[src/rtl/wb_host_pkg.sv]
`default_nettype none
// ============================================================================
// Module      : wb_host_pkg
// Description : Shared types and bus widths for the Wishbone host master.
//               Holds the two-state controller encoding and the address,
//               data and byte-select widths of the Wishbone port.
// Revision    : 1.0 - initial release
// ============================================================================
package wb_host_pkg;

    localparam int WB_ADR_W = 32;
    localparam int WB_DAT_W = 32;
    localparam int WB_SEL_W = 4;

    // IDLE: command port open, bus quiet. BUS: one transfer outstanding.
    typedef enum logic [0:0] {
        IDLE = 1'b0,
        BUS  = 1'b1
    } wb_state_e;

endpackage : wb_host_pkg
`default_nettype wire

[src/rtl/wb_host_timeout.sv]
`default_nettype none
// ============================================================================
// Module      : wb_host_timeout
// Description : 16-bit bus-cycle watchdog for the Wishbone host master.
//               Counts enabled cycles since the last clear and flags the
//               edge at which the count reaches the configured limit.
// Revision    : 1.0 - initial release
//
// Ports
//   wb_clk_i    in   1   clock, rising edge
//   wb_rst_n_i  in   1   asynchronous active-low reset
//   clear_i     in   1   restart the count from zero at the next edge
//   enable_i    in   1   a bus cycle elapsed without acknowledge
//   limit_i     in  16   number of unacknowledged cycles allowed
//   expired_o   out  1   this edge is the one at which the limit is reached
// ============================================================================
module wb_host_timeout (
    input  logic        wb_clk_i,
    input  logic        wb_rst_n_i,
    input  logic        clear_i,
    input  logic        enable_i,
    input  logic [15:0] limit_i,
    output logic        expired_o
);

    logic [15:0] count_q;
    logic [15:0] count_d;
    logic [16:0] w_count_next;

    // Count as it will stand after this edge; compared one bit wider so a
    // limit of 65535 does not wrap.
    assign w_count_next = {1'b0, count_q} + 17'd1;

    always_comb begin
        count_d = count_q;
        if (clear_i) begin
            count_d = '0;
        end else if (enable_i) begin
            count_d = w_count_next[15:0];
        end
    end

    always_ff @(posedge wb_clk_i or negedge wb_rst_n_i) begin
        if (!wb_rst_n_i) begin
            count_q <= '0;
        end else begin
            count_q <= count_d;
        end
    end

    assign expired_o = enable_i && (w_count_next == {1'b0, limit_i});

endmodule : wb_host_timeout
`default_nettype wire

[src/rtl/wb_host_master.sv]
`default_nettype none
// ============================================================================
// Module      : wb_host_master
// Description : Single-outstanding Wishbone classic master driven by a
//               valid/ready command port, returning a one-cycle response
//               pulse with read data and an error (timeout) flag.
// Revision    : 1.0 - initial release
//
// Configuration macro
//   WB_HOST_TIMEOUT_EN : when defined, a transfer with no acknowledge for
//                        TIMEOUT_CYCLES bus cycles is aborted with
//                        rsp_err_o=1. When undefined the bus waits forever.
//
// Ports
//   wb_clk_i, wb_rst_n_i          clock, async active-low reset
//   cmd_valid_i / cmd_ready_o     command handshake
//   cmd_we_i, cmd_adr_i,
//   cmd_dat_i, cmd_sel_i          command fields
//   rsp_valid_o, rsp_dat_o,
//   rsp_err_o                     completion pulse, read data, timeout flag
//   busy_o                        transfer outstanding
//   wbm_*                         Wishbone classic master port
// ============================================================================
module wb_host_master
    import wb_host_pkg::*;
#(
    parameter int unsigned TIMEOUT_CYCLES = 255
) (
    input  logic                wb_clk_i,
    input  logic                wb_rst_n_i,
    input  logic                cmd_valid_i,
    output logic                cmd_ready_o,
    input  logic                cmd_we_i,
    input  logic [WB_ADR_W-1:0] cmd_adr_i,
    input  logic [WB_DAT_W-1:0] cmd_dat_i,
    input  logic [WB_SEL_W-1:0] cmd_sel_i,
    output logic                rsp_valid_o,
    output logic [WB_DAT_W-1:0] rsp_dat_o,
    output logic                rsp_err_o,
    output logic                busy_o,
    output logic                wbm_cyc_o,
    output logic                wbm_stb_o,
    output logic                wbm_we_o,
    output logic [WB_ADR_W-1:0] wbm_adr_o,
    output logic [WB_DAT_W-1:0] wbm_dat_o,
    output logic [WB_SEL_W-1:0] wbm_sel_o,
    input  logic                wbm_ack_i,
    input  logic [WB_DAT_W-1:0] wbm_dat_i
);

    if ((TIMEOUT_CYCLES == 0) || (TIMEOUT_CYCLES > 65535)) begin : g_bad_timeout
        $error("wb_host_master: TIMEOUT_CYCLES must be in 1..65535");
    end

    wb_state_e           state_q,     state_d;
    logic [WB_ADR_W-1:0] adr_q,       adr_d;
    logic [WB_DAT_W-1:0] dat_q,       dat_d;
    logic [WB_SEL_W-1:0] sel_q,       sel_d;
    logic                we_q,        we_d;
    logic                rsp_valid_q, rsp_valid_d;
    logic [WB_DAT_W-1:0] rsp_dat_q,   rsp_dat_d;
    logic                rsp_err_q,   rsp_err_d;

    logic w_in_bus;
    logic w_handshake;
    logic w_expired;

    assign w_in_bus    = (state_q == BUS);
    assign w_handshake = cmd_valid_i && !w_in_bus;

`ifdef WB_HOST_TIMEOUT_EN
    // Enable excludes acknowledged cycles, so an ack on the expiry edge
    // suppresses the timeout and completes normally.
    wb_host_timeout u_timeout (
        .wb_clk_i   (wb_clk_i),
        .wb_rst_n_i (wb_rst_n_i),
        .clear_i    (w_handshake),
        .enable_i   (w_in_bus && !wbm_ack_i),
        .limit_i    (16'(TIMEOUT_CYCLES)),
        .expired_o  (w_expired)
    );
`else
    assign w_expired = 1'b0;
`endif

    always_comb begin
        state_d     = state_q;
        adr_d       = adr_q;
        dat_d       = dat_q;
        sel_d       = sel_q;
        we_d        = we_q;
        rsp_valid_d = 1'b0;
        rsp_dat_d   = rsp_dat_q;
        rsp_err_d   = rsp_err_q;

        case (state_q)
            IDLE: begin
                if (w_handshake) begin
                    state_d = BUS;
                    adr_d   = cmd_adr_i;
                    dat_d   = cmd_dat_i;
                    sel_d   = cmd_sel_i;
                    we_d    = cmd_we_i;
                end
            end
            BUS: begin
                if (wbm_ack_i) begin
                    state_d     = IDLE;
                    rsp_valid_d = 1'b1;
                    rsp_err_d   = 1'b0;
                    rsp_dat_d   = we_q ? '0 : wbm_dat_i;
                end else if (w_expired) begin
                    state_d     = IDLE;
                    rsp_valid_d = 1'b1;
                    rsp_err_d   = 1'b1;
                    rsp_dat_d   = '0;
                end
            end
            default: begin
                state_d = IDLE;
            end
        endcase
    end

    always_ff @(posedge wb_clk_i or negedge wb_rst_n_i) begin
        if (!wb_rst_n_i) begin
            state_q     <= IDLE;
            adr_q       <= '0;
            dat_q       <= '0;
            sel_q       <= '0;
            we_q        <= 1'b0;
            rsp_valid_q <= 1'b0;
            rsp_dat_q   <= '0;
            rsp_err_q   <= 1'b0;
        end else begin
            state_q     <= state_d;
            adr_q       <= adr_d;
            dat_q       <= dat_d;
            sel_q       <= sel_d;
            we_q        <= we_d;
            rsp_valid_q <= rsp_valid_d;
            rsp_dat_q   <= rsp_dat_d;
            rsp_err_q   <= rsp_err_d;
        end
    end

    // Bus strobes decode straight from the state so reset drops them at once.
    assign cmd_ready_o = !w_in_bus;
    assign busy_o      = w_in_bus;
    assign wbm_cyc_o   = w_in_bus;
    assign wbm_stb_o   = w_in_bus;
    assign wbm_we_o    = w_in_bus && we_q;
    assign wbm_adr_o   = adr_q;
    assign wbm_dat_o   = dat_q;
    assign wbm_sel_o   = sel_q;
    assign rsp_valid_o = rsp_valid_q;
    assign rsp_dat_o   = rsp_dat_q;
    assign rsp_err_o   = rsp_err_q;

endmodule : wb_host_master
`default_nettype wire

[config.mk]
export PLATFORM = sky130hd
export DESIGN_NAME = wb_host_master
export DESIGN_NICKNAME = d
export VERILOG_FILES = /design/src/rtl/wb_host_pkg.sv /design/src/rtl/wb_host_timeout.sv /design/src/rtl/wb_host_master.sv
export SDC_FILE = /design/constraint.sdc
export NUM_CORES = 1
export LEC_CHECK = 0
export ABC_CLOCK_PERIOD_IN_PS = 3000
export CORE_MARGIN = 1
export CORE_UTILIZATION = 43
export CTS_BUF_LIST = sky130_fd_sc_hd__clkbuf_4 sky130_fd_sc_hd__clkbuf_8 sky130_fd_sc_hd__clkbuf_16
export CTS_CLUSTER_SIZE = 30
export DETAILED_ROUTE_END_ITERATION = 10
export GPL_TIMING_DRIVEN = 0
export HOLD_SLACK_MARGIN = 0.02
export PLACE_DENSITY = 0.86
export RECOVER_POWER = 100
export SLEW_MARGIN = 10
export SYNTH_ARGS = -nofsm -noshare
export SYNTH_HDL_FRONTEND = slang
export SYNTH_SLANG_ARGS = --single-unit
[constraint.sdc]
create_clock -name wb_clk_i -period 3 [get_ports wb_clk_i]
set_input_delay 0.45 -clock wb_clk_i [delete_from_list [all_inputs] [get_ports wb_clk_i]]
set_output_delay 0.45 -clock wb_clk_i [all_outputs]
set_load 0.02 [all_outputs]
; Word level (Yosys, flattened, before mapping)
; Cells that the tools add are included.
[op_classes]
add_sub_neg = 0
multipliers = 0
div_mod_pow = 0
order_cmp = 0
eq_ne = 0
shift = 0
mux = 6
bitwise = 1
reduce_logical = 5
[op_table]
columns = cell, count
row1 = $mux 32, 1
row2 = $mux 1, 4
row3 = $reduce_and 2->1, 2
row4 = $logic_and 1x1->1, 2
row5 = $pmux 1 s2, 1
row6 = $logic_not 1->1, 1
row7 = $not 1->1, 1
[word_totals]
regBits = 103
latchBits = 0
ramBits = 0
mem_bits_ro = 0
memories = 0

; Depth between registers and ports, before layout
[logic_depth]
depth_word = 4
depth_mapped = 5

; Worst setup path before layout
; Ideal clock, no wire load.
[synth_path]
path_kind = register to register
startpoint = register state_q, in the netlist busy_o
endpoint = register adr_q[11], in the netlist wbm_adr_o[11]
arrival_time_ns = 1.352
slack_ns = 1.523
path_stages_with_launch = 6
path_buffers = 3
synth_period_minus_slack_ns = 1.477
path_cell_list = dfrtp_1 > nor2b_1 > buf_2 > buf_6 > buf_6 > mux2_4
[synth_between]
elab_chain_cells = 3
[synth_lines]
columns = element, line_no
row1 = start: declaration, wb_host_master.sv:55  ; wb_state_e state_q, state_d;
row2 = start signal: assignment, wb_host_master.sv:136  ; state_q <= state_d;
row3 = $logic_not 1->1, wb_host_master.sv:69  ; assign w_handshake = cmd_valid_i && !w_in_bus;
row4 = $logic_and 1x1->1, wb_host_master.sv:69
row5 = $reduce_and 2->1 (no line) *, -
row6 = end signal: assignment, wb_host_master.sv:137  ; adr_q <= adr_d;
row7 = end: declaration, wb_host_master.sv:56  ; logic [WB_ADR_W-1:0] adr_q, adr_d;
; Mark *: on every way between the ends. The rest lies on a longest branch, timed or not.
; A chain may end at the register's enable or synchronous reset.

; Final worst setup path
[layout_path]
startpoint = register we_q
endpoint = output wbm_we_o
[layout_between]
elab_chain_cells = 1
[layout_lines]
columns = element, line_no
row1 = start: declaration, wb_host_master.sv:59  ; logic we_q, we_d;
row2 = start signal: assignment, wb_host_master.sv:140  ; we_q <= we_d;
row3 = $logic_and 1x1->1, wb_host_master.sv:152  ; assign wbm_we_o = w_in_bus && we_q;
row4 = end: declaration, wb_host_master.sv:43  ; output logic wbm_we_o,
; No other way between the ends.

==> results.rst <==
.. list-table::
   :header-rows: 1

   * - Metric
     - Value
   * - Post-Place Cell Area
     - 6380 um2
   * - Via density per instance
     - 4.68
   * - Vert. Die Dim
     - 99.6 um
   * - Synthesized area
     - 4100 um2
   * - Hold buffers post-CTS
     - 0
   * - Top achievable clock speed
     - 406 MHz
   * - Final non-filler cell area
     - 6510 um2
   * - Flip-flop and latch count after synthesis
     - 103
   * - Die outline area
     - 9920 um2
   * - Routability-driven placement congestion ratio
     - 0.737
   * - Clock tree sinks
     - 103
   * - Wirelength per Cell
     - 15.4 um
   * - Peak ir drop on the vdd network
     - 0.346 mV
   * - Leftover overflow at the end of global routing
     - 0
   * - Post-synth EDFFs
     - 0
   * - Die boundary width
     - 99.6 um
   * - ANT nets after route
     - 0
   * - Number of distinct library cells after synthesis
     - 14
   * - Share of synthesized area occupied by flip-flops and latches
     - 62.9%
   * - Number of gates resized after CTS
     - 0
   * - DP Worst Slack
     - 0.924 ns
   * - Number of nets in the layout
     - 587
   * - Post-Route WL
     - 9470 um
   * - Clock-pin slew of the registers on the worst-case setup and hold paths
     - 0.10 ns
   * - Startpoint kind of the worst setup timing path
     - flip-flop
   * - Total setup buffers inserted after CTS
     - 0
   * - Setup repair after global routing missed its margin
     - false
   * - Hold violation count in the final report
     - 0
   * - Post-Syn Nets
     - 365
   * - Critical path start-end classification
     - reg -> out
   * - Number of buffers created by CTS
     - 9
   * - Top Family by Delay on Critical Path
     - buffers and inverters
   * - Yosys warning total
     - 0
   * - Post-synth top cells
     - dfrtp_1 (103), mux2_2 (91), nor2b_1 (27)
   * - Top post-synthesis cells by area
     - dfrtp_1 (63%), mux2_2 (25%), nor2b_1 (4.1%)
   * - Total design power
     - 4.61 mW
   * - Final Slew Violations
     - 0
   * - Cell chain of the critical path
     - clkbuf_1 -> and2_1 -> dlygate4sd3_1
   * - Clock tree from TritonCTS
     - yes
   * - Number of instances in the placed design
     - 600
   * - Vias after detailed routing
     - 2883
   * - Starting Density
     - 44.3%
   * - Relative area change from synthesis to final layout
     - 59.0%
   * - Post-route worst hold slack
     - 0.0788 ns
   * - Final HPWL from detailed placement
     - 7460 um
   * - Worst endpoint required time
     - 2.55 ns
   * - Area inside the core boundary
     - 9240 um2
   * - Power density over the cells
     - 707 nW/um2
   * - Max stage delay cell, worst path
     - dlygate4sd3_1
   * - Max stage delay on crit path
     - 0.68 ns
   * - First-pass GRT wire length
     - 15000 um
   * - All-layer global routing usage
     - 19.8%
   * - Type of the tightest min-delay check
     - in -> async
   * - Via count of the first global-routing pass
     - 2999
   * - Endpoint class of the critical path
     - primary output
   * - CTS root buf
     - clkbuf_8
   * - Port Buffers
     - 210
   * - Max_cap viols
     - 0
   * - Leading area contributor after synthesis
     - dfrtp_1
   * - Total buffers and inverters traversed by the critical path
     - 2
   * - I/O pin count
     - 212
   * - Number of cells produced by synthesis
     - 260
   * - Main flop type after synthesis
     - dfrtp_1
   * - Async S/R FF share, synth
     - 100%
   * - Highest Signal Layer
     - met4
   * - Result of the run
     - completed
   * - Slew headroom
     - 4.06%
   * - WL met2
     - 5020 um
   * - Metal-1 WL
     - 3640 um
   * - Number of core rows
     - 35
   * - Clock latency on the worst-skew pair
     - 0.35 ns
   * - DRC violation total after the first TritonRoute iteration
     - 40
   * - Clock period minus worst slack
     - 2.46 ns
   * - Setup Viol. Count Final
     - 0
   * - Fraction of layout instances using a drive strength above 1
     - 23.4%
   * - Final Skew
     - 0.0116 ns
   * - Actual transition at the worst max-transition pin
     - 1.44 ns
   * - Leakage power figure
     - 2.82 nW
   * - Synth top area share
     - 62.9%
   * - Routed length on met3
     - 708 um
   * - Max Root-Sink Buffers
     - 2
   * - Largest net degree at the start of global routing
     - 61
   * - Number of design rule violations left after detail routing
     - 0
   * - Largest fanout on the critical path
     - 10
   * - Min setup slack post-route
     - 0.536 ns
   * - Setup slack of the worst register-to-register path
     - 0.93 ns
   * - TritonRoute pass-1 iters
     - 4
   * - Most instantiated library cell after synthesis
     - dfrtp_1
   * - Crit path DAT
     - 2.01 ns
   * - Count of non-filler cells in the finished layout
     - 616
   * - Ratio of final minimum period to clock period
     - 82.1%
   * - Mean Syn Cell Area
     - 15.8 um2
   * - Antenna Diode Count
     - 0
   * - Number of antenna violations at the first check in global routing
     - 0
   * - H-tree levels
     - 3
==> sequential cells by signal, summed over array words and instances, names as in the netlist <==
signal,count
wbm_adr_o,32
we_q,1
busy_o,1
rsp_dat_o,32
rsp_valid_o,1
wbm_sel_o,4
wbm_dat_o,32
==> per-stage QoR <==
stage	TNS [ns]	util (%)
CTS	0	71.3
finish	0	70.5
floorplan	0	-
global placement	-232.93	68.8
detailed placement	0	69.1
global route	0	70.5
==> layout make-up <==
| cell class | instances | area, um2 |
|---|---|---|
| fill | 673 | 2730 |
| sequential | 103 | 2580 |
| timing repair buffer | 211 | 2100 |
| multi-input combinational | 138 | 1380 |
| tap | 129 | 161 |
| clock buffer | 11 | 145 |
| buffer | 17 | 82.6 |
| clock inverter | 5 | 57.6 |
| inverter | 2 | 7.51 |
==> kinds of logic (layout without fill, tap and decap cells) <==
kind of cell           count (synthesis)  in the layout  synth area share (%)
DFF                                  103            103                  62.9
muxes                                101            101                  28.7
and+or+nand+nor                       35             35                  5.47
buffers and inverters                 19            246                  2.66
other                                  1              1                0.0915
AOI/OAI and AO/OA                      1              1                 0.183
==> path summary, 6_finish.rpt <==
kind                                           start                         to  cells past startpoint
min                                       wb_rst_n_i   rsp_dat_o[3]$_DFFE_PN0P_                      1
max in group asynchronous                 wb_rst_n_i  wbm_dat_o[11]$_DFFE_PN0P_                      2
max reg2reg                         busy_o$_DFF_PN0_  wbm_adr_o[16]$_DFFE_PN0P_                      5
min reg2reg                wbm_adr_o[18]$_DFFE_PN0P_  wbm_adr_o[18]$_DFFE_PN0P_                      1
min in group wb_clk_i      wbm_adr_o[18]$_DFFE_PN0P_  wbm_adr_o[18]$_DFFE_PN0P_                      1
max                                 we_q$_DFFE_PN0P_                   wbm_we_o                      3
==> cell usage in the layout (no fill, tap or decap) <==
cell	n
dlygate4sd3_1	107
dfrtp_1	103
clkdlybuf4s50_1	102
mux2_2	91
nor2b_1	27
clkbuf_1	13
clkbuf_8	10
mux2_1	9
and2b_1	6
buf_4	4
inv_1	2
clkinv_4	2
clkinv_2	2
and2_1	1
nand2_1	1
o21a_1	1
buf_6	1
mux2_4	1
conb_1	1
bufinv_16	1
clkbuf_4	1
clkbuf_2	1
==> report_power, final <==
group          total (mW)  switching (mW)  internal, mW
clock network       0.864           0.446         0.419
logic                1.82           0.886         0.938
registers            1.92           0.167          1.75
==> routing by layer <==
metal / up-vias / GRT usage [%]
li1: 1334 / -
met1: 1425 / 23.5
met2: 116 / 34.6
met3: 8 / 6.68
met4: 0 / 4.86
met5: - / 0
==> worst register-to-register path: cells and delay by family (launching register included) <==
kind	cells	cell delay, ns
AND/OR/NAND/NOR	1	0.13
buffers and inverters	3	1.01
flip-flops	1	0.46
multiplexers	1	0.35
Note: power is estimated with default switching activity, not from simulation.
